$ cat config.mk
export PLATFORM = sky130hd
export DESIGN_NAME = spi_target
export DESIGN_NICKNAME = d
export VERILOG_FILES = /design/src/rtl/spi_target.sv
export SDC_FILE = /design/constraint.sdc
export NUM_CORES = 1
export LEC_CHECK = 0
export ABC_AREA = 1
export BUFFER_PORTS_ARGS = -buffer_cell sky130_fd_sc_hd__buf_2
export CAP_MARGIN = 20
export CORE_MARGIN = 8
export CORE_UTILIZATION = 55
export DETAILED_ROUTE_END_ITERATION = 6
export GPL_ROUTABILITY_DRIVEN = 0
export GPL_TIMING_DRIVEN = 0
export PLACE_DENSITY = 0.82
export SYNTH_ARGS = -nofsm -noshare
export SYNTH_HDL_FRONTEND = slang
export SYNTH_SLANG_ARGS = --single-unit
$ cat constraint.sdc
create_clock -name clk -period 1.6 [get_ports clk]
set_input_delay 0.24 -clock clk [delete_from_list [all_inputs] [get_ports clk]]
set_output_delay 0.24 -clock clk [all_outputs]
set_load 0.1 [all_outputs]
$ cat src/rtl/spi_target.sv
// SPI mode-0 target with an 8-bit register file. The pins are oversampled in the clk domain.
// Define SPI_TARGET_AUTOINC_EN to advance the address after every data byte; otherwise the frame address stays fixed.
module spi_target #(
    parameter int         NUM_REGS = 8,
    parameter logic [7:0] ID_BYTE  = 8'hA5,
    localparam int        ADDR_W   = $clog2(NUM_REGS)
) (
    input  logic              clk,
    input  logic              rst_n,
    input  logic              spi_clk,
    input  logic              spi_cs_n,
    input  logic              spi_mosi,
    output logic              spi_miso,
    output logic              spi_miso_oe,
    input  logic [ADDR_W-1:0] host_addr,
    input  logic              host_we,
    input  logic [7:0]        host_wdata,
    output logic [7:0]        host_rdata,
    output logic              spi_wr_pulse,
    output logic [ADDR_W-1:0] spi_wr_addr
);

    typedef enum logic [1:0] {ARMED, IDLE, CMD, DATA} state_t;

    logic [1:0]        sclk_sync;
    logic [1:0]        cs_sync;
    logic [1:0]        mosi_sync;
    logic              sclk_prev;

    state_t            state;
    logic [2:0]        bit_cnt;
    logic [6:0]        shift_in;
    logic [7:0]        miso_sr;
    logic [ADDR_W-1:0] addr;
    logic              is_write;
    logic [7:0]        regs [NUM_REGS];

    logic              sclk_s;
    logic              cs_n_s;
    logic              mosi_s;
    logic              rise;
    logic              fall;
    logic [7:0]        byte_in;
    logic              byte_done;
    logic              spi_we;
    logic [ADDR_W-1:0] cmd_addr;
    logic [ADDR_W-1:0] next_addr;
    logic [7:0]        load_val;

    // The chip-select synchronizer resets to "selected". After a reset, ARMED therefore waits for a real high level on cs_n.
    // NOTE: sequential state uses non-blocking assignments only, so every flop samples pre-edge values.
    always_ff @(posedge clk or negedge rst_n) begin
        if (!rst_n) begin
            sclk_sync <= 2'b00;
            cs_sync   <= 2'b00;
            mosi_sync <= 2'b00;
            sclk_prev <= 1'b0;
        end else begin
            sclk_sync <= {sclk_sync[0], spi_clk};
            cs_sync   <= {cs_sync[0], spi_cs_n};
            mosi_sync <= {mosi_sync[0], spi_mosi};
            sclk_prev <= sclk_sync[1];
        end
    end

    assign sclk_s = sclk_sync[1];
    assign cs_n_s = cs_sync[1];
    assign mosi_s = mosi_sync[1];
    assign rise   = sclk_s & ~sclk_prev;
    assign fall   = ~sclk_s & sclk_prev;

    // NOTE: every signal driven here gets a default first, so no latches are inferred.
    always_comb begin
        byte_in   = {shift_in, mosi_s};
        byte_done = 1'b0;
        spi_we    = 1'b0;
        cmd_addr  = byte_in[ADDR_W-1:0];
        load_val  = '0;
`ifdef SPI_TARGET_AUTOINC_EN
        next_addr = addr + ADDR_W'(1);
`else
        next_addr = addr;
`endif
        if ((state == CMD || state == DATA) && !cs_n_s && rise && bit_cnt == 3'd7)
            byte_done = 1'b1;
        if (byte_done && state == DATA && is_write)
            spi_we = 1'b1;
        if (state == CMD)
            load_val = regs[cmd_addr];
        else if (spi_we && next_addr == addr)
            load_val = byte_in;
        else
            load_val = regs[next_addr];
    end

    always_ff @(posedge clk or negedge rst_n) begin
        if (!rst_n) begin
            state        <= ARMED;
            bit_cnt      <= 3'd0;
            shift_in     <= 7'd0;
            miso_sr      <= 8'd0;
            addr         <= '0;
            is_write     <= 1'b0;
            spi_miso     <= 1'b0;
            spi_miso_oe  <= 1'b0;
            spi_wr_pulse <= 1'b0;
            spi_wr_addr  <= '0;
        end else begin
            spi_wr_pulse <= 1'b0;
            case (state)
                ARMED: begin
                    if (cs_n_s)
                        state <= IDLE;
                end
                IDLE: begin
                    if (!cs_n_s) begin
                        state       <= CMD;
                        bit_cnt     <= 3'd0;
                        shift_in    <= 7'd0;
                        miso_sr     <= ID_BYTE;
                        spi_miso    <= ID_BYTE[7];
                        spi_miso_oe <= 1'b1;
                    end
                end
                CMD, DATA: begin
                    if (cs_n_s) begin
                        state       <= IDLE;
                        spi_miso    <= 1'b0;
                        spi_miso_oe <= 1'b0;
                    end else begin
                        if (rise) begin
                            shift_in <= byte_in[6:0];
                            bit_cnt  <= bit_cnt + 3'd1;
                        end
                        if (byte_done) begin
                            miso_sr  <= load_val;
                            spi_miso <= load_val[7];
                            if (state == CMD) begin
                                state    <= DATA;
                                is_write <= byte_in[7];
                                addr     <= cmd_addr;
                            end else begin
                                addr <= next_addr;
                                if (spi_we) begin
                                    spi_wr_pulse <= 1'b1;
                                    spi_wr_addr  <= addr;
                                end
                            end
                        end else if (fall && bit_cnt != 3'd0) begin
                            // The fall that follows a byte boundary is skipped, so the freshly loaded MSB stays on the pin.
                            miso_sr  <= {miso_sr[6:0], 1'b0};
                            spi_miso <= miso_sr[6];
                        end
                    end
                end
                default: state <= ARMED;
            endcase
        end
    end

    // NOTE: the register file is reset because its zero state after reset is visible to both ports.
    always_ff @(posedge clk or negedge rst_n) begin
        if (!rst_n) begin
            for (int i = 0; i < NUM_REGS; i++)
                regs[i] <= 8'd0;
            host_rdata <= 8'd0;
        end else begin
            for (int i = 0; i < NUM_REGS; i++) begin
                if (spi_we && addr == ADDR_W'(i))
                    regs[i] <= byte_in;
                else if (host_we && host_addr == ADDR_W'(i))
                    regs[i] <= host_wdata;
            end
            host_rdata <= regs[host_addr];
        end
    end

endmodule
==> run summary <==
status = finished with violations
failing checks = design-rule violations, negative setup slack
Clock transition at path regs = 0.07 ns
DR iter-0 viols = 1484
crit-path cells = ha_2 > ha_4 > nand2_4 > nor2_8 > nand2_8 > nor2_8 > buf_6 > nand2_8 > nand2_4 > inv_8 > nand2_2 > o211ai_1
crit path kind = reg2reg
Syn Std Cell Area = 6580 um2
Worst slew margin = 36.7%
syn_nets = 913
Max Cap Viol = 0
initial antenna violation count = 0
Final HPWL DP = 15.7 mm
clk_lat worst skew = 0.37 ns
vias per cell = 6.64
Clock Sinks = 108
gr usage total = 31.7%
row count = 40
RSZ-0062 raised after global routing = true
CTS HTree Levels = 3
crit-path max FO = 8
Startpoint Class = register
Netlist cell types = 35
vias = 7505
Final Hold Vio Count = 0
Buffers on Ports = 22
CTS Buf Count = 9
drc violations = 38
Crit path required time = 1.81 ns
core outline area = 11900 um2
fin crit share = 119%
Wirelength per Cell = 22.3 um
top post-synthesis cells by area = dfrtp_1 41%, nand2_1 15%, nand3_1 9.0%
CP delay by family, top = simple AND/OR/NAND/NOR gates
final clock skew = 0.00820 ns
critical register-to-register path endpoint = regs[19]$_DFFE_PN0P_
fin crit period = 1.90 ns
vias in the first global route = 7088
Hold Path Sink = host_rdata[0]$_DFF_PN0_
critical path arrival = 2.11 ns
die width = 125 um
Yosys warnings = 0
ratio of cells with drive above 1 in the final layout = 26.1%
Power Total = 8.00 mW
hold slack = 0.161 ns
startpoint of the worst hold path = host_addr[2]
Slew @ Worst Pin = 0.946 ns
#FFs+latches synth = 108
Min-Delay Path Class = in2reg
reg2reg path depth = 12
maximum clock frequency = 525 MHz
most common cell after layout, fill and taps aside = nand2_1
Setup crit end kind = register
CTS tree = done
worst reg-to-reg setup slack = -0.30 ns
Die Y = 125 um
Avg Cell Area, Syn = 7.37 um2
worst setup margin = -0.304 ns
Remaining Overflow, GRT = 0
post-route antenna net violation count = 0
Final setup viols = 81
Pleak = 3.92 nW
share of the synthesized area in the top cell type = 41.1%
P per Cell Area = 948 nW/um2
CP peak stage delay = 0.37 ns
Syn-to-layout area delta = 28.2%
commonest cells after routing, fill and taps aside = 213 x nand2_1, 105 x dfrtp_1, 88 x nand3_1, 85 x inv_1, 52 x o211ai_1
Longest Clk Path Bufs = 2
Final Slew Violations = 0
die area = 15700 um2
Reg2Reg Launch Point = bit_cnt[0]$_DFFE_PN0P_
pin count of the biggest net entering global routing = 64
WHS Path Cells = 2
final WL = 25.2 mm
post-synthesis cell count = 893
num ports = 31
CTS Root Cell = clkbuf_16
drt pass-1 iters = 7
Synth area leader = dfrtp_1
Starting Density = 55.5%
Final Util = 71.1%
final std cells w/o fill = 1130
worst vdd ir = 0.000896 V
Seq/Total Area, Yosys = 41.1%
first-pass GRT wire length = 38.6 mm
CP Buf/Inv Count = 2
Crit-path slowest cell = dfrtp_1
final net count = 998
Ant. Diodes = 0
Placed Cells = 1063
[worst reg2reg max path: stages, from the launching register on]
cell and delay [ns]:
dfrtp_1 0.37, ha_2 0.20, ha_4 0.14, nand2_4 0.07, nor2_8 0.15, nand2_8 0.11, nor2_8 0.16, buf_6 0.14
nand2_8 0.08, nand2_4 0.10, inv_8 0.06, nand2_2 0.06, o211ai_1 0.11
[worst max-delay path by stage]
stage,startpoint,depth (start not counted),slack [ns],to
floorplan,bit_cnt[0]$_DFFE_PN0P_,11,-0.12,regs[8]$_DFFE_PN0P_
global placement,rst_n,1,-0.95,spi_wr_pulse$_DFF_PN0_
detailed placement,host_addr[1],7,-0.65,regs[59]$_DFFE_PN0P_
CTS,bit_cnt[1]$_DFFE_PN0P_,12,-0.23,regs[9]$_DFFE_PN0P_
global route,bit_cnt[0]$_DFFE_PN0P_,13,-0.44,miso_sr[2]$_DFFE_PN0P_
finish,bit_cnt[0]$_DFFE_PN0P_,12,-0.30,regs[19]$_DFFE_PN0P_
[area by class of cell]
| class | count | area (um2) |
|---|---|---|
| fillers | 887 | 3430 |
| repair buffers | 73 | 704 |
| inverters | 102 | 425 |
| plain buffers | 39 | 279 |
| clock buffers | 11 | 243 |
| clock inverters | 5 | 57.6 |
| flip-flops and latches | 108 | 2710 |
| multi-input cells | 645 | 3840 |
| well taps | 147 | 184 |
[layer usage]
| layer | track usage [%] | up-vias | share of wire [%] |
|---|---|---|---|
| li1 | - | 3176 | - |
| met1 | 38.9 | 3374 | 36 |
| met2 | 46.9 | 711 | 42 |
| met3 | 14.2 | 242 | 14 |
| met4 | 14.8 | 2 | 8.3 |
| met5 | 0 | - | 0.18 |
[repair_timing]
item,4_1_cts,5_1_grt
hold buffers,4,0
buffers inserted,26,13
endpoints found under the hold margin,48,0
endpoints found under the setup margin,82,92
resized for setup,115,78
pin swaps,29,20
cloned,9,1
[sequential cells by signal, indices dropped and copies added, names as in the netlist, 3 cells and up]
name and flops:
regs 64, host_rdata 8, miso_sr 7, shift_in 7
addr 3, bit_cnt 3, spi_wr_addr 3
[power breakdown]
part	switching (mW)	internal (mW)
Clock	1.06	1.26
Sequential	0.526	3.14
Combinational	1.37	0.637
[kinds of logic after synthesis]
family,count (synthesis),share of synthesized area [%]
AOI/OAI and AO/OA,181,18.2
buffers and inverters,142,8.95
DFF,108,41.1
and+or+nand+nor,459,31.2
adders and majority gates,3,0.570
[cell usage after synthesis, drive strengths merged]
| cell | n |
|---|---|
| a221oi | 6 |
| clkinv | 6 |
| o22ai | 19 |
| dfrtp | 108 |
| a22oi | 3 |
| nand3 | 119 |
| a32oi | 1 |
| a21oi | 39 |
| or2 | 2 |
| buf | 24 |
| nor2 | 68 |
| clkbuf | 16 |
| o2111ai | 7 |
| nand2 | 265 |
| nor3 | 1 |
| o211ai | 62 |
| a31oi | 1 |
| o21ai | 41 |
| nand4 | 4 |
| a21boi | 2 |
| inv | 96 |
| ha | 3 |
[through the flow]
| stage | setup TNS (ns) | setup slack [ns] | cell area [um2] |
|---|---|---|---|
| after floorplan | -5.77 | -0.118 | 6720 |
| after global placement | -131.52 | -0.955 | 7010 |
| after detailed placement | -32.59 | -0.652 | 7040 |
| after CTS | -13.11 | -0.233 | 8080 |
| after global routing | -21.72 | -0.441 | 8440 |
| final | -16.90 | -0.304 | 8440 |
Note: power is estimated with default switching activity, not from simulation.
